**config.mk**
```make
export PLATFORM = sky130hd
export DESIGN_NAME = seq_signed_divider_flat
export DESIGN_NICKNAME = d
export VERILOG_FILES = /design/src/rtl/seq_signed_divider_pkg.sv /design/src/rtl/seq_signed_divider_if.sv /design/src/rtl/seq_signed_divider_restore_step.sv /design/src/rtl/seq_signed_divider.sv /design/src/flat_wrapper.sv
export SDC_FILE = /design/constraint.sdc
export NUM_CORES = 1
export LEC_CHECK = 0
export CAP_MARGIN = 20
export CORE_ASPECT_RATIO = 0.75
export CORE_MARGIN = 5
export CORE_UTILIZATION = 44
export DETAILED_ROUTE_END_ITERATION = 16
export DONT_BUFFER_PORTS = 1
export GPL_ROUTABILITY_DRIVEN = 0
export GPL_TIMING_DRIVEN = 0
export HOLD_SLACK_MARGIN = 0.06
export PLACE_DENSITY = 0.61
export SYNTH_ARGS = -nofsm -noshare
export SYNTH_HDL_FRONTEND = slang
export SYNTH_HIERARCHICAL = 1
export SYNTH_SLANG_ARGS = --single-unit
```
**constraint.sdc**
```tcl
create_clock -name clk -period 6.8 [get_ports clk]
set_input_delay 1.7 -clock clk [delete_from_list [all_inputs] [get_ports clk]]
set_output_delay 1.7 -clock clk [all_outputs]
set_load 0.05 [all_outputs]
```
**src/rtl/seq_signed_divider_pkg.sv**
```systemverilog
// rtl/seq_signed_divider_pkg.sv - shared types, widths and magnitude helpers for the signed divider
package div_pkg;

   localparam int DIV_WORD_LENGTH = 16;
   localparam int DIV_CNT_W       = $clog2(DIV_WORD_LENGTH) + 1;

   typedef enum logic [1:0] {
      IDLE = 2'd0,
      ITER = 2'd1,
      FIX  = 2'd2,
      DZ   = 2'd3
   } div_state_t;

   function automatic logic [DIV_WORD_LENGTH-1:0] neg_word(input logic [DIV_WORD_LENGTH-1:0] v);
      return ~v + DIV_WORD_LENGTH'(1);
   endfunction

   // The most-negative word maps to 2^(W-1), which still fits the unsigned result.
   function automatic logic [DIV_WORD_LENGTH-1:0] abs_mag(input logic signed [DIV_WORD_LENGTH-1:0] v);
      return v[DIV_WORD_LENGTH-1] ? neg_word(v) : v;
   endfunction

endpackage

```
**src/rtl/seq_signed_divider_if.sv**
```systemverilog
// rtl/seq_signed_divider_if.sv - start/ready operand and result bundle for the signed divider
interface seq_signed_divider_if
   import div_pkg::*;
#(
   parameter int WORD_LENGTH = DIV_WORD_LENGTH
);
   logic                   start;
   logic [WORD_LENGTH-1:0] Data1;
   logic [WORD_LENGTH-1:0] Data2;
   logic [WORD_LENGTH-1:0] quotient;
   logic [WORD_LENGTH-1:0] remainder;
   logic                   ready;
   logic                   busy;
   logic                   div_by_zero;
   logic                   ovf;

   modport master (
      output start, Data1, Data2,
      input  quotient, remainder, ready, busy, div_by_zero, ovf
   );

   modport slave (
      input  start, Data1, Data2,
      output quotient, remainder, ready, busy, div_by_zero, ovf
   );
endinterface

```
**src/rtl/seq_signed_divider_restore_step.sv**
```systemverilog
// rtl/seq_signed_divider_restore_step.sv - one combinational radix-2 restoring division step
module div_restore_step
   import div_pkg::*;
#(
   parameter int WORD_LENGTH = DIV_WORD_LENGTH
)
(
   input  logic [WORD_LENGTH:0]   i_prem,
   input  logic                   i_dvd_msb,
   input  logic [WORD_LENGTH-1:0] i_dvs,
   output logic [WORD_LENGTH:0]   o_prem,
   output logic                   o_qbit
);
   // One extra guard bit so the trial difference sign is exact for a 2^(W-1) divisor.
   logic [WORD_LENGTH+1:0] w_shift;
   logic [WORD_LENGTH+1:0] w_diff;

   assign w_shift = {i_prem, i_dvd_msb};
   assign w_diff  = w_shift - {2'b00, i_dvs};
   assign o_qbit  = ~w_diff[WORD_LENGTH+1];
   assign o_prem  = o_qbit ? w_diff[WORD_LENGTH:0] : w_shift[WORD_LENGTH:0];
endmodule

```
**src/rtl/seq_signed_divider.sv**
```systemverilog
// rtl/seq_signed_divider.sv - sequential signed divider: magnitude restoring loop plus sign fix-up
module seq_signed_divider
   import div_pkg::*;
#(
   parameter int WORD_LENGTH = DIV_WORD_LENGTH
)
(
   input  logic                 clk,
   input  logic                 rst,
   seq_signed_divider_if.slave  bus
);
   localparam int                     CNT_W     = DIV_CNT_W;
   localparam logic [CNT_W-1:0]       LAST_STEP = CNT_W'(WORD_LENGTH - 1);
   localparam logic [WORD_LENGTH-1:0] MOST_NEG  = {1'b1, {(WORD_LENGTH-1){1'b0}}};

   div_state_t             r_state;
   logic [CNT_W-1:0]       r_cnt;
   logic [WORD_LENGTH:0]   r_prem;
   logic [WORD_LENGTH-1:0] r_dvd;
   logic [WORD_LENGTH-1:0] r_dvs;
   logic                   r_neg_q;
   logic                   r_neg_r;
   logic                   r_ovf_case;
   logic [WORD_LENGTH-1:0] r_quot;
   logic [WORD_LENGTH-1:0] r_rem;
   logic                   r_ready;
   logic                   r_busy;
   logic                   r_dz;
   logic                   r_ovf;

   logic [WORD_LENGTH:0]   w_prem_next;
   logic                   w_qbit;
   logic [WORD_LENGTH-1:0] w_quot_fix;
   logic [WORD_LENGTH-1:0] w_rem_fix;
   logic [WORD_LENGTH-1:0] w_dvd_signed;

   div_restore_step #(.WORD_LENGTH(WORD_LENGTH)) u_step (
      .i_prem    (r_prem),
      .i_dvd_msb (r_dvd[WORD_LENGTH-1]),
      .i_dvs     (r_dvs),
      .o_prem    (w_prem_next),
      .o_qbit    (w_qbit)
   );

   // After the loop r_dvd holds the quotient magnitude; before it, the dividend magnitude.
   assign w_quot_fix   = r_neg_q ? neg_word(r_dvd) : r_dvd;
   assign w_rem_fix    = r_neg_r ? neg_word(r_prem[WORD_LENGTH-1:0]) : r_prem[WORD_LENGTH-1:0];
   assign w_dvd_signed = r_neg_r ? neg_word(r_dvd) : r_dvd;

   always_ff @(posedge clk or negedge rst) begin
      if (!rst) begin
         r_state    <= IDLE;
         r_cnt      <= '0;
         r_prem     <= '0;
         r_dvd      <= '0;
         r_dvs      <= '0;
         r_neg_q    <= 1'b0;
         r_neg_r    <= 1'b0;
         r_ovf_case <= 1'b0;
         r_quot     <= '0;
         r_rem      <= '0;
         r_ready    <= 1'b0;
         r_busy     <= 1'b0;
         r_dz       <= 1'b0;
         r_ovf      <= 1'b0;
      end else begin
         r_ready <= 1'b0;
         case (r_state)
            IDLE: begin
               if (bus.start) begin
                  r_neg_r    <= bus.Data1[WORD_LENGTH-1];
                  r_neg_q    <= bus.Data1[WORD_LENGTH-1] ^ bus.Data2[WORD_LENGTH-1];
                  r_dvd      <= abs_mag(bus.Data1);
                  r_dvs      <= abs_mag(bus.Data2);
                  r_prem     <= '0;
                  r_cnt      <= '0;
                  r_dz       <= 1'b0;
                  r_ovf      <= 1'b0;
                  r_ovf_case <= (bus.Data1 == MOST_NEG) && (bus.Data2 == '1);
                  r_busy     <= 1'b1;
                  r_state    <= (bus.Data2 == '0) ? DZ : ITER;
               end
            end
            ITER: begin
               r_prem <= w_prem_next;
               r_dvd  <= {r_dvd[WORD_LENGTH-2:0], w_qbit};
               r_cnt  <= r_cnt + CNT_W'(1);
               if (r_cnt == LAST_STEP) begin
                  r_state <= FIX;
               end
            end
            FIX: begin
               r_quot  <= w_quot_fix;
               r_rem   <= w_rem_fix;
               r_ovf   <= r_ovf_case;
               r_ready <= 1'b1;
               r_busy  <= 1'b0;
               r_state <= IDLE;
            end
            DZ: begin
               r_quot  <= '1;
               r_rem   <= w_dvd_signed;
               r_dz    <= 1'b1;
               r_ready <= 1'b1;
               r_busy  <= 1'b0;
               r_state <= IDLE;
            end
            default: begin
               r_state <= IDLE;
            end
         endcase
      end
   end

   assign bus.quotient    = r_quot;
   assign bus.remainder   = r_rem;
   assign bus.ready       = r_ready;
   assign bus.busy        = r_busy;
   assign bus.div_by_zero = r_dz;
   assign bus.ovf         = r_ovf;
endmodule

```
**src/flat_wrapper.sv**
```systemverilog
// flat-port wrapper written by rule: the top's interface ports become plain ports
module seq_signed_divider_flat import div_pkg::*;
#(
   parameter int WORD_LENGTH = DIV_WORD_LENGTH
)
  (clk, rst, bus_start, bus_Data1, bus_Data2, bus_quotient, bus_remainder, bus_ready, bus_busy, bus_div_by_zero, bus_ovf);
  seq_signed_divider_if #(.WORD_LENGTH(WORD_LENGTH)) bus_i ();
  input  logic clk;
  input  logic rst;
  input wire logic [$bits(bus_i.start)-1:0] bus_start;
  input wire logic [$bits(bus_i.Data1)-1:0] bus_Data1;
  input wire logic [$bits(bus_i.Data2)-1:0] bus_Data2;
  output wire logic [$bits(bus_i.quotient)-1:0] bus_quotient;
  output wire logic [$bits(bus_i.remainder)-1:0] bus_remainder;
  output wire logic [$bits(bus_i.ready)-1:0] bus_ready;
  output wire logic [$bits(bus_i.busy)-1:0] bus_busy;
  output wire logic [$bits(bus_i.div_by_zero)-1:0] bus_div_by_zero;
  output wire logic [$bits(bus_i.ovf)-1:0] bus_ovf;
  assign bus_i.start = bus_start;
  assign bus_i.Data1 = bus_Data1;
  assign bus_i.Data2 = bus_Data2;
  assign bus_quotient = bus_i.quotient;
  assign bus_remainder = bus_i.remainder;
  assign bus_ready = bus_i.ready;
  assign bus_busy = bus_i.busy;
  assign bus_div_by_zero = bus_i.div_by_zero;
  assign bus_ovf = bus_i.ovf;
  seq_signed_divider #(.WORD_LENGTH(WORD_LENGTH)) u_core (.clk(clk), .rst(rst), .bus(bus_i));
endmodule
```
==> results.py, run 1 <==
metrics = {
    "outcome": {
        "status": "completed",
    },
    "sta": {
        "maxSlewHeadroom_pct": 56.5,
        "period_needed_ns": 3.14,
        "worstMarginPinSlew_ns": 0.652,
        "finalMaxSlewViolations": 0,
        "rsz0062_at_grt": "no",
        "finalSetupTns_ns": 0,
        "post-route-period-util_pct": 46.2,
        "hold_viol": 0,
        "worst_slack_ns": 3.66,
        "setup_viol": 0,
        "clock_skew_ns": 0.00978,
        "max_freq_ghz": 0.319,
    },
    "critical_path": {
        "cp_max_fo": 7,
        "crit_required_ns": 7.05,
        "crit_type": "register to register",
        "start_kind": "register",
        "end_kind": "register",
        "arrival_ns": 3.39,
    },
    "route": {
        "wl_microns": 19000,
        "firstDrtPassIters": 5,
        "wl_per_cell_microns": 19.6,
        "antenna_left": 0,
        "viasPerCell": 5.86,
        "drtIter0Drc": 511,
        "drc_errors": 0,
        "vias": 5681,
    },
    "cts": {
        "clock-sinks": 95,
        "cts-htree-levels": 3,
        "postCtsResizedCells": 0,
        "cts_hold_buffers": 0,
        "clk_latency_ns": 0.36,
        "numCtsBuffers": 9,
        "clk_root_buffer_cell": "clkbuf_16",
        "cts.clk_slew.worst_paths_ns": 0.07,
        "cts.path.max_buffers": 2,
        "tritoncts": "done",
        "post_cts_buffers": 0,
    },
    "pwr": {
        "power_density_mw_per_mm2": 627,
        "pwr-share-seq_pct": 31.7,
        "p_leak_nw": 3.05,
        "p_int_mw": 2.20,
        "combPwrFrac_pct": 57.0,
        "peakVddDrop_uv": 246,
        "p_sw_share_pct": 50.9,
        "p_clk_share_pct": 11.3,
        "switchingPower_mw": 2.28,
    },
    "floorplanning": {
        "fp.coreArea_sq_mm": 0.0146,
        "pin_count": 71,
        "start_util_pct": 45.2,
        "num_rows": 38,
        "die_h_microns": 116,
        "die_w_microns": 151,
        "dieArea_sq_mm": 0.0176,
    },
    "finish": {
        "num_antenna_cells": 0,
        "fin_nets": 823,
        "drive_gt1_share_pct": 8.45,
        "area_delta_synth_final_pct": 8.25,
        "nFillCells": 1414,
    },
    "yosys": {
        "ys_warn_count": 6,
        "synthFlopType": "dfrtp_1",
        "synth_fp_nets": 812,
        "synth_area_sq_mm": 0.00660,
        "ys_ff_latch": 95,
        "async_flop_share_pct": 100,
        "avgSynthCellArea_sq_um": 8.76,
        "synth.distinct_cells": 71,
        "synth_edf_count": 0,
        "postSynthCellCount": 753,
        "yosysSeqAreaShare_pct": 36.0,
    },
    "hold_path": {
        "worstHoldPathType": "register to register",
    },
    "global_routing": {
        "grt_antenna_before_repair": 0,
        "track_usage_pct": 22.4,
        "grt_overflow": 0,
        "grt_pass1_vias": 5471,
        "grt_first_pass_wirelength_microns": 30400,
        "grt_start_max_net_pins": 96,
    },
    "run": {
        "cap_viol_max_count": 0,
    },
    "placement": {
        "port_buffers": 0,
        "place_ws_ns": 3.41,
        "dp.final_hpwl_microns": 14300,
    },
}
[flip-flops by register name, summed over array words and instances (netlist names)]
register and count:
u_core/r_prem 17, u_core/r_cnt 5, u_core/r_dvs 16, u_core/r_state 2, u_core/bus.busy 1, u_core/bus.ready 1
u_core/bus.ovf 1, u_core/r_ovf_case 1, u_core/r_neg_q 1, u_core/r_dvd 16, u_core/r_neg_r 1, u_core/bus.remainder 16
u_core/bus.div_by_zero 1, u_core/bus.quotient 16
[power by group through the flow]
| stage | clock network [mW] | registers, mW | logic, mW |
|---|---|---|---|
| 5_1_grt | 0.539 | 1.45 | 2.82 |
| 6_report | 0.508 | 1.42 | 2.55 |
| 4_1_cts | 0.519 | 1.41 | 2.51 |
| 3_5_place_dp | 0 | 1.42 | 2.49 |
| 3_3_place_gp | 0 | 1.41 | 2.45 |
| 2_1_floorplan | 0 | 1.31 | 1.99 |
[cell usage in the layout (no fill, tap or decap), types with 4 or more instances in the layout]
master | synthesis | final
buf_1 | 6 | 6
dfrtp_1 | 95 | 95
o41ai_1 | 6 | 6
nand4_1 | 7 | 7
inv_1 | 32 | 32
a221oi_1 | 4 | 4
a21oi_1 | 39 | 39
nor2_1 | 50 | 50
nor4_1 | 8 | 8
or4_4 | 4 | 4
xor2_1 | 51 | 51
xnor2_1 | 24 | 24
and3_1 | 9 | 9
a31oi_1 | 12 | 12
nor3_1 | 10 | 10
a22oi_1 | 7 | 7
mux2i_1 | 16 | 16
o21ai_0 | 48 | 48
nor2b_1 | 8 | 8
clkbuf_16 | 0 | 9
o31ai_1 | 12 | 12
nand2_1 | 97 | 97
ha_1 | 23 | 23
o221ai_1 | 8 | 8
nand2b_1 | 15 | 15
or3_1 | 6 | 6
mux2_4 | 5 | 5
clkbuf_1 | 37 | 38
mux2_2 | 14 | 14
nand3_1 | 26 | 26
o21ai_1 | 10 | 10
[metrics by stage]
step           hold WS, ns  area, sq um  total power [mW]  cells  utilization [%]
3_5_place_dp         0.476         6850              3.91    953             46.9
4_1_cts              0.492         7140              4.44    969             48.9
5_1_grt              0.517         7140              4.81    969             48.9
6_report             0.486         7140              4.48    969             48.9
2_1_floorplan        0.439         6600              3.30    753                -
3_3_place_gp         0.465         6850              3.86    953             46.9
[cell usage after synthesis (all sizes together) (3+ instances only)]
cell type | count | area share [%]
nand2 | 98 | 5.6
dfrtp | 95 | 36
o21ai | 58 | 4.4
xor2 | 51 | 6.8
nor2 | 50 | 2.8
a21oi | 40 | 3.1
clkbuf | 37 | 2.1
inv | 33 | 1.9
nand3 | 26 | 2.0
xnor2 | 25 | 3.6
ha | 23 | 4.4
mux2 | 20 | 3.7
mux2i | 16 | 2.4
buf | 15 | 1.6
nand2b | 15 | 1.4
o31ai | 15 | 1.9
a31oi | 13 | 1.3
nor3 | 12 | 1.2
nor4 | 10 | 1.3
and3 | 9 | 0.85
nor2b | 8 | 0.76
o221ai | 8 | 1.1
a22oi | 7 | 0.80
nand4 | 7 | 0.66
o41ai | 7 | 1.0
or4 | 7 | 1.0
or3 | 6 | 0.57
a221oi | 4 | 0.53
o211ai | 4 | 0.53
a211oi | 3 | 0.34
a41oi | 3 | 0.40
nor3b | 3 | 0.34
or2 | 3 | 0.28
[critical path: stages, from the launching register on]
cell and delay [ns]:
dfrtp_1 0.55, inv_1 0.09, ha_1 0.26, fa_1 0.43, nand2b_1 0.19, a21oi_1 0.23
nor2b_1 0.11, o21ai_0 0.37, a31oi_1 0.24, xnor2_1 0.19, mux2_4 0.28, nand2_1 0.06
nand2_1 0.05
[cell type report]
cell class,count,area (sq um),share of cell area (%)
buffer,52,245,3.43
clock buffer,12,256,3.59
clock inverter,4,37.5,0.526
inverter,33,124,1.73
multi-input combinational,573,3850,53.9
sequential,95,2380,33.3
tap,200,250,3.50
[path summary, 6_finish.rpt]
check,slack [ns],cells past startpoint,to,from
max in group asynchronous,5.62,0,u_core/r_dvd[8]$_DFFE_PN0P_,rst
min,0.49,2,u_core/bus.ovf$_DFFE_PN0P_,u_core/r_ovf_case$_DFFE_PN0P_
max reg2reg,3.66,12,u_core/r_prem[12]$_DFFE_PN0P_,u_core/r_dvd[15]$_DFFE_PN0P_
min in group asynchronous,1.03,0,u_core/r_neg_r$_DFFE_PN0P_,rst
min reg2reg,0.49,2,u_core/bus.ovf$_DFFE_PN0P_,u_core/r_ovf_case$_DFFE_PN0P_
max,3.66,12,u_core/r_prem[12]$_DFFE_PN0P_,u_core/r_dvd[15]$_DFFE_PN0P_
[kinds of logic after synthesis]
| logic type | after synthesis | share of synthesized area [%] |
|---|---|---|
| AOI/OAI and AO/OA | 174 | 17.0 |
| buffers and inverters | 85 | 5.59 |
| and+or+nand+nor | 262 | 19.9 |
| adders and majority gates | 24 | 4.67 |
| xor gates and xnor gates | 76 | 10.4 |
| DFF | 95 | 36.0 |
| muxes | 37 | 6.47 |
[routing by layer]
metal / GRT usage [%] / part of all wire (%)
met5: 0 / 0
met4: 4.77 / 0.90
met3: 5.86 / 9.7
met2: 31.2 / 41
met1: 34.6 / 48
Note: power is estimated with default switching activity, not from simulation.
==> inputs of run 2 (changes only) <==
PLACE_DENSITY = 0.63   (was 0.61)
clock period = 2.75 ns   (was 6.8 ns; I/O delays follow)
==> run 2 against run 1 <==
Hold slack worse by 0.46 ns. Final cell count is 1.4% higher. Core utilization is 1.9 points higher. Clock skew is 0.0018 ns higher. Critical endpoint is now u_core/r_prem[8]$_DFFE_PN0P_. Highest routed layer unchanged.
==> results.py, run 2 (synthesis results as in run 1) <==
metrics = {
    "run": {
        "cap_viol_max_count": 0,
    },
    "hold_path": {
        "worstHoldPathType": "input pin to asynchronous set/reset pin",
    },
    "critical_path": {
        "r2r_slack_ns": 0.06,
        "cp_max_fo": 6,
        "end_kind": "register",
        "cpMostUsedCell": "nand2_1",
        "start_kind": "register",
        "crit_required_ns": 2.99,
        "slowest_delay_ns": 0.53,
        "worst-path-buf-inv": 1,
        "r2r-start": "u_core/r_prem[13]$_DFFE_PN0P_",
        "arrival_ns": 2.94,
        "cp_cell_sequence": "ha_4 -> nand4_1 -> or4_4 -> a31oi_4 -> nor3_4 -> xnor2_4 -> buf_6 -> mux2_2 -> nand2_1 -> nand2_1",
        "crit_type": "register to register",
        "worstRegToRegCells": 10,
        "slowest_stage": "or4_4",
        "r2r_end": "u_core/r_prem[8]$_DFFE_PN0P_",
        "critPathTopFamily": "simple AND/OR/NAND/NOR gates",
    },
    "finish": {
        "area_delta_synth_final_pct": 12.4,
        "final_common_cell": "nand2_1",
        "drive_gt1_share_pct": 13.8,
        "utilization_pct": 50.8,
        "design_area_sq_mm": 0.00741,
        "fin_nets": 838,
        "largest_reg_flops": 17,
        "num_antenna_cells": 0,
        "mostFrequentLayoutCells": "nand2_1 (96), dfrtp_1 (83), xor2_1 (51)",
        "largest_register": "u_core/r_prem",
    },
    "sta": {
        "maxSlewHeadroom_pct": 52.6,
        "hold_slack_ns": 0.0239,
        "worstMarginPinSlew_ns": 0.710,
        "period_needed_ns": 2.69,
        "setup_viol": 0,
        "worst_slack_ns": 0.0560,
        "max_freq_ghz": 0.371,
        "clock_skew_ns": 0.0116,
        "post-route-period-util_pct": 98.0,
        "hold_viol": 0,
        "finalMaxSlewViolations": 0,
    },
    "floorplanning": {
        "num_rows": 38,
        "pin_count": 71,
        "fp.coreArea_sq_mm": 0.0146,
        "die_w_microns": 151,
        "start_util_pct": 45.2,
        "dieArea_sq_mm": 0.0176,
        "die_h_microns": 116,
    },
    "global_routing": {
        "grt_busiest_layer": "met1",
        "grt_overflow": 0,
        "grt_first_pass_wirelength_microns": 31100,
        "track_usage_pct": 22.7,
        "grtUsageMet3_pct": 6.29,
        "grt_pass1_vias": 5719,
        "use_met1_pct": 34.6,
        "grtUsageMet2_pct": 32.0,
        "grt_start_max_net_pins": 96,
        "grt_antenna_before_repair": 0,
    },
    "route": {
        "wl_microns": 19500,
        "antenna_left": 0,
        "vias": 5797,
        "drtIter0Drc": 529,
        "wl_per_cell_microns": 19.8,
        "firstDrtPassIters": 7,
        "viasPerCell": 5.90,
        "drc_errors": 0,
    },
    "placement": {
        "place_area_sq_mm": 0.00685,
        "port_buffers": 0,
        "dp.final_hpwl_microns": 14200,
        "place_ws_ns": -0.235,
    },
    "cts": {
        "clock-sinks": 95,
        "tritoncts": "done",
        "clk_root_buffer_cell": "clkbuf_16",
        "numCtsBuffers": 9,
        "clk_latency_ns": 0.35,
        "cts.path.max_buffers": 2,
        "cts-htree-levels": 3,
        "cts.clk_slew.worst_paths_ns": 0.07,
    },
    "outcome": {
        "status": "completed",
    },
}
[run 2: cell count changes in the layout (fill, tap and decap cells not counted), moves of 2 or more]
| cell | before | now |
|---|---|---|
| a21oi_1 | 39 | 36 |
| a21oi_2 | 1 | 4 |
| buf_4 | 2 | 16 |
| clkbuf_8 | 2 | 0 |
| dfrtp_1 | 95 | 83 |
| dfrtp_2 | 0 | 12 |
| ha_1 | 23 | 15 |
| ha_4 | 0 | 8 |
| mux2_2 | 14 | 12 |
| mux2_4 | 5 | 7 |
[run 2: worst max-delay path by stage]
stage,startpoint,endpoint,slack (ns),depth (start not counted)
finish,u_core/r_prem[13]$_DFFE_PN0P_,u_core/r_prem[8]$_DFFE_PN0P_,0.06,10
global route,u_core/r_prem[3]$_DFFE_PN0P_,u_core/r_prem[11]$_DFFE_PN0P_,-0.004,10
CTS,u_core/r_prem[7]$_DFFE_PN0P_,u_core/r_prem[7]$_DFFE_PN0P_,0.007,10
detailed placement,u_core/r_prem[7]$_DFFE_PN0P_,u_core/r_prem[14]$_DFFE_PN0P_,-0.23,10
global placement,u_core/r_prem[7]$_DFFE_PN0P_,u_core/r_prem[13]$_DFFE_PN0P_,-0.22,10
floorplan,u_core/r_prem[9]$_DFFE_PN0P_,u_core/r_prem[11]$_DFFE_PN0P_,0.1,11
[run 2: layout make-up]
class                           count  area, sq um
Fill cell                        1376         7180
Multi-Input combinational cell    573         4010
Sequential cell                    95         2390
Inverter                           33          124
Timing Repair Buffer               17          148
Clock inverter                      5         42.5
Clock buffer                       10          229
Buffer                             50          223
Tap cell                          200          250
[run 2: worst reg2reg max path: stages, from the launching register on]
cell and delay [ns]:
dfrtp_2 0.44, ha_4 0.31, nand4_1 0.17, or4_4 0.53, a31oi_4 0.19, nor3_4 0.07
xnor2_4 0.23, buf_6 0.17, mux2_2 0.33, nand2_1 0.07, nand2_1 0.05
[run 2: routing by layer]
metal	wire length, microns	up-vias
met2	8180	208
met1	9440	2865
li1	-	2702
met5	0	-
met4	218	0
met3	1620	22
[run 2: what timing repair did]
| action | 4_1_cts | 5_1_grt |
|---|---|---|
| gates resized for setup | 17 | 19 |
| gates cloned | 0 | 0 |
| endpoints found under the hold margin | 95 | 95 |
| setup buffers | 8 | 9 |
| pin swaps | 2 | 8 |
| setup endpoints to repair | 18 | 17 |
[run 2: metrics by stage]
stage,setup TNS (ns),cells
4_1_cts,0,976
3_3_place_gp,-2.29,953
3_5_place_dp,-2.61,953
2_1_floorplan,0,753
6_report,0,983
5_1_grt,-0.00418,983
Power of run 2 is left out: the tool's default activity adds up to more than one toggle a clock period on the data nets, which glitch-free logic cannot reach.
==> variant 1, RTL diff (config.mk and constraints of run 2) <==
The package constant `DIV_WORD_LENGTH` goes from 16 to 32.
--- a/src/rtl/seq_signed_divider_pkg.sv
+++ b/src/rtl/seq_signed_divider_pkg.sv
@@ -1,7 +1,7 @@
 // rtl/seq_signed_divider_pkg.sv - shared types, widths and magnitude helpers for the signed divider
 package div_pkg;
 
-   localparam int DIV_WORD_LENGTH = 16;
+   localparam int DIV_WORD_LENGTH = 32;
    localparam int DIV_CNT_W       = $clog2(DIV_WORD_LENGTH) + 1;
 
    typedef enum logic [1:0] {
Ports: changed (resized bus_Data1, bus_Data2, bus_quotient and bus_remainder); port bits go from 71 to 135. The function was not compared with the original's and may differ.
==> variant 1 against run 2 <==
- the flow now finishes with violations (negative hold slack, negative setup slack)
- wire length is 130% higher
- count of clock-buffer cells in the layout increased by 8
- cell area up 100%
- setup slack worse by 580 ps
- highest routed layer unchanged
- core utilization rose by 0.94 points
- synthesized area increased by 94%
- first-iteration DRC count rose to 2.6 times the old value
- via count increased by 110%
- synthesized cell count increased by 100%
- clock skew is 1.6 ps higher
- sequential cell count up 81
- sequential share of layout area fell by 2.7 points
==> variant 1: results <==
metrics = {
    "finish": {
        "drive_gt1_share_pct": 13.55,
        "finalNetCount": 1687,
        "fin_cells": 1986,
        "largest_reg_flops": 33,
        "largest-register": "u_core/r_prem",
        "antennaDiodeCount": 0,
        "nFillCells": 2758,
    },
    "logic_synthesis": {
        "synthXorXnorAreaFrac_pct": 10.40,
        "synth_area_leaders": "dfrtp_1 (34%), xor2_1 (8.0%), nand2_1 (6.1%)",
        "synth_nets": 1631,
        "muxShareOfSynthArea_pct": 3.290,
        "ys_dominant_reg_cell": "dfrtp_1",
        "synth_adder_area_share_pct": 3.866,
        "seq_area_frac_synth_pct": 34.36,
        "synth-compound-area-share_pct": 22.36,
        "avgSynthCellArea_sq_um": 8.404,
        "netlist_top_cells_count": "nand2_1 (208), dfrtp_1 (176), o21ai_0 (118)",
        "ys_types": 79,
    },
    "pwr": {
        "p_leak_nw": 6.190,
        "ir_drop_v": 0.0006427,
    },
    "timing": {
        "fin_tns_setup_ps": -14480,
        "tightest_slew_ps": 1047,
        "hold_ws_ps": -60.39,
        "setup_slack_ps": -526.9,
        "finClkSkew_ps": 13.23,
        "finalHoldViolCount": 139,
        "finalSetupViolations": 36,
    },
    "routing": {
        "dr_wl_met2_microns": 18240,
        "met1_length_microns": 21220,
        "drt_iter0_drc": 1360,
        "via_count": 12247,
        "drtPass1Iterations": 7,
        "wl_met3_microns": 5445,
        "avgRoutedWirePerCell_microns": 22.86,
    },
    "critical_path": {
        "crit_type": "reg -> reg",
        "slowest_delay_ps": 390,
        "worstPathArrival_ps": 3580,
        "slowest_stage": "dfrtp_1",
        "reg2regPathDepth": 15,
        "critical_path.max_fanout": 4,
        "r2r_end": "u_core/r_prem[31]",
        "r2r_start": "u_core/r_dvs[8]",
    },
    "global_route": {
        "grt_pass1_wl_microns": 67700,
        "grtUsageTotal_pct": 26.41,
        "grt_pass1_vias": 11193,
        "antenna_found_initial": 0,
        "grt_max_degree": 177,
    },
    "place": {
        "place_area_sq_um": 13450,
        "dpl.cell_count": 1917,
        "port_buffers": 0,
        "dp_hpwl_microns": 33230,
    },
    "outcome": {
        "violations": "negative hold slack, negative setup slack",
        "run_status": "complete, but fails checks",
    },
    "clock_network": {
        "cts_max_level": 4,
        "cts_buffers": 17,
        "insertion_delay_ps": 440,
    },
}
[variant 1: cell types whose count changed in the layout (fill, tap and decap cells not counted), moves of 34 or more]
cell,change
nand2_1,+108
xor2_1,+65
a21oi_1,+34
o21ai_0,+59
dfrtp_1,+78
clkbuf_1,+42
nor2_1,+41
[variant 1: repair_timing]
| action | CTS | global route |
|---|---|---|
| endpoints found under the hold margin | 176 | 176 |
| pin swaps | 14 | 23 |
| endpoints found under the setup margin | 71 | 122 |
| cloned | 2 | 2 |
| gates resized for setup | 46 | 76 |
| buffers inserted | 28 | 13 |
[variant 1: stage by stage]
stage	setup slack, ps	power, mW	hold WS [ps]
after floorplan	-161.0	14.43	391.9
after global placement	-770.7	17.46	403.5
after detailed placement	-810.5	17.66	409.9
after CTS	-472.3	21.69	-68.55
after global routing	-616.1	24.31	-81.22
final	-526.9	22.91	-60.39
[variant 1: worst max-delay path, delay by kind of cell (launching register included)]
family / cells / cell delay (ps)
and+or+nand+nor: 2 / 440
adders and majority gates: 1 / 220
AOI/OAI and AO/OA: 7 / 1300
muxes: 1 / 270
DFF: 1 / 390
xor gates and xnor gates: 1 / 110
buffers and inverters: 3 / 410
[variant 1: layout make-up]
cell class | count | area, sq um | share of cell area [%]
well taps | 392 | 490.5 | 3.279
plain buffers | 105 | 523.0 | 3.496
clock inverters | 14 | 271.5 | 1.815
clock buffers | 18 | 439.2 | 2.936
flip-flops and latches | 176 | 4423 | 29.57
inverters | 61 | 231.5 | 1.547
multi-input cells | 1176 | 8195 | 54.79
repair buffers | 44 | 384.1 | 2.568
[variant 1: kinds of logic (layout without fill, tap and decap cells)]
kind of cell | Yosys count | in the layout
multiplexers | 40 | 40
AND/OR/NAND/NOR | 532 | 532
buffers and inverters | 174 | 242
AO/OA/AOI/OAI | 414 | 414
flip-flops | 176 | 176
XOR/XNOR | 150 | 151
adder cells (fa/ha/maj) | 39 | 39
[variant 1: per-layer routing]
layer	track usage (%)	vias to the layer above
met5	0	-
met4	4.279	0
met3	8.617	41
met2	36.31	662
met1	40.76	5940
li1	-	5604
[variant 1: worst min path at each step]
stage	start	end	slack (ps)	depth (start not counted)
after floorplan	rst	u_core/bus.busy	390	0
after global placement	rst	u_core/bus.ready	400	0
after detailed placement	rst	u_core/r_prem[17]	410	0
after CTS	rst	u_core/r_prem[15]	-70	0
after global routing	rst	u_core/r_prem[15]	-80	0
final	rst	u_core/r_prem[15]	-60	0
[variant 1: power breakdown]
group	internal (mW)	total, mW	switching, mW
registers	3.70	5.93	2.23
clock network	1.84	2.98	1.14
logic	5.84	14.0	8.17
total	11.4	22.9	11.5
==> variant 2, RTL diff (config.mk and constraints of run 2) <==
Made on the original files. Encoding of `div_state_t`: now one-hot (4 bits for 4 states).
--- a/src/rtl/seq_signed_divider_pkg.sv
+++ b/src/rtl/seq_signed_divider_pkg.sv
@@ -4,11 +4,11 @@
    localparam int DIV_WORD_LENGTH = 16;
    localparam int DIV_CNT_W       = $clog2(DIV_WORD_LENGTH) + 1;
 
-   typedef enum logic [1:0] {
-      IDLE = 2'd0,
-      ITER = 2'd1,
-      FIX  = 2'd2,
-      DZ   = 2'd3
+   typedef enum logic [3:0] {
+      IDLE = 4'b0001,
+      ITER = 4'b0010,
+      FIX  = 4'b0100,
+      DZ   = 4'b1000
    } div_state_t;
 
    function automatic logic [DIV_WORD_LENGTH-1:0] neg_word(input logic [DIV_WORD_LENGTH-1:0] v);
Check against the original RTL: no difference found for any inputs over 10 cycles, from zero or initial values and one cycle with rst low; not proved beyond that.
==> variant 2 against run 2 <==
- setup slack worse by 20 ps
- sequential cell count rose by 2
- synthesized area shrank 2.1%
- wire length decreased by 3.0%
- global-route usage shrank 0.69 points
- cell area fell by 1.3%
- critical endpoint is now u_core/r_prem[12]
==> variant 2: results <==
metrics = {
    "timing": {
        "finalHoldViolCount": 0,
        "finClkSkew_ps": 11.21,
        "tightest_slew_ps": 933.6,
    },
    "routing": {
        "met1_length_microns": 8852,
        "totalWireLength_microns": 18870,
        "wl_met3_microns": 1669,
        "via_count": 5686,
        "dr_wl_met2_microns": 8171,
        "drt_iter0_drc": 590,
        "drtPass1Iterations": 5,
        "dr.max_layer_used": "met4",
    },
    "finish": {
        "largest-register": "u_core/r_prem",
        "nFillCells": 1356,
        "ff_latch_area_sq_um": 2442,
        "antennaDiodeCount": 0,
        "drive_gt1_share_pct": 14.06,
        "largest_reg_flops": 17,
        "fin_cells": 968,
        "finalNetCount": 822,
    },
    "global_route": {
        "antenna_found_initial": 0,
        "grt_use_met3_pct": 6.698,
        "use_met1_pct": 32.52,
        "grt_use_met2_pct": 31.64,
        "grtUsageTotal_pct": 22.01,
        "grt_pass1_vias": 5445,
        "grt_max_degree": 98,
        "grt_pass1_wl_microns": 29390,
    },
    "critical_path": {
        "critical_path.max_fanout": 8,
        "worstPathArrival_ps": 2960,
    },
    "clock_network": {
        "cts_max_path_buffers": 2,
        "root_buffer": "clkbuf_16",
        "insertion_delay_ps": 360,
    },
    "logic_synthesis": {
        "netlist_top_cells_count": "nand2_1 (115), dfrtp_1 (96), o21ai_0 (60)",
        "avgSynthCellArea_sq_um": 8.774,
        "synth_adder_area_share_pct": 4.767,
        "yosysWarnings": 6,
        "yosysMostFrequentCell": "nand2_1",
        "ys_types": 66,
        "seq_area_frac_synth_pct": 37.61,
        "synth-compound-area-share_pct": 17.46,
        "synthXorXnorAreaFrac_pct": 11.41,
        "muxShareOfSynthArea_pct": 3.972,
        "ys_async_sr_fraction_pct": 100.0,
        "synth_nets": 795,
        "synth_area_leaders": "dfrtp_1 (37%), xor2_1 (7.3%), nand2_1 (6.7%)",
    },
    "outcome": {
        "run_status": "finished, final reports clean",
    },
    "place": {
        "dpl.cell_count": 936,
        "dp_hpwl_microns": 13960,
        "place_area_sq_um": 6708,
        "dp_worst_setup_slack_ps": -269.3,
    },
    "worst_hold_path": {
        "hold_path_class": "in -> async",
    },
    "pwr": {
        "power.internal_mw": 5.077,
    },
}
variant 2: changes by cell type after synthesis, moves of 9 or more:
cell | run 2 | this run
o21ai_0 | 48 | 60
nand2_1 | 97 | 115
nand2b_1 | 15 | 6
nor2_1 | 50 | 39
variant 2: area by class of cell:
class / instances / share of cell area (%)
buffer: 44 / 2.703
clock buffer: 9 / 3.079
clock inverter: 7 / 0.8553
inverter: 30 / 1.540
multi-input combinational: 563 / 53.01
sequential: 97 / 33.39
tap: 200 / 3.421
timing repair buffer: 18 / 2.001
variant 2: power by group through the flow:
| stage | logic (mW) | clock network (mW) | registers (mW) |
|---|---|---|---|
| 4_1_cts | 5.37 | 1.29 | 2.20 |
| 6_report | 5.84 | 1.26 | 2.21 |
| 3_5_place_dp | 4.98 | 0 | 2.25 |
| 3_3_place_gp | 4.90 | 0 | 2.23 |
| 2_1_floorplan | 4.02 | 0 | 2.09 |
| 5_1_grt | 6.32 | 1.35 | 2.26 |
variant 2: critical path, stage by stage, from the launching register on:
cell     delay, ps
dfrtp_1        490
ha_4           340
nand2_1        100
or4_4          560
a31oi_4        180
nor3_4          70
xnor2_4        230
buf_12         180
mux2_4         300
nand2_2         70
nand2_2         60
variant 2: worst paths after layout:
kind,depth (start not counted),start,end,slack (ps)
max,10,u_core/r_prem[5],u_core/r_prem[12],40
min,0,rst,u_core/r_dvd[0],20
max reg2reg,10,u_core/r_prem[5],u_core/r_prem[12],40
min reg2reg,2,u_core/r_dvs[12],u_core/r_dvs[12],490
max in group asynchronous,0,rst,u_core/r_state[0],2530
min in group clk,1,bus_Data2[14],u_core/r_state[3],400
variant 2: repair_timing:
action                                 4_1_cts  5_1_grt
gates cloned                                 0        0
buffers inserted                            10        8
endpoints found under the hold margin       96       96
gates resized for setup                     21       29
setup endpoints to repair                   17       18
pin swaps                                    3       15
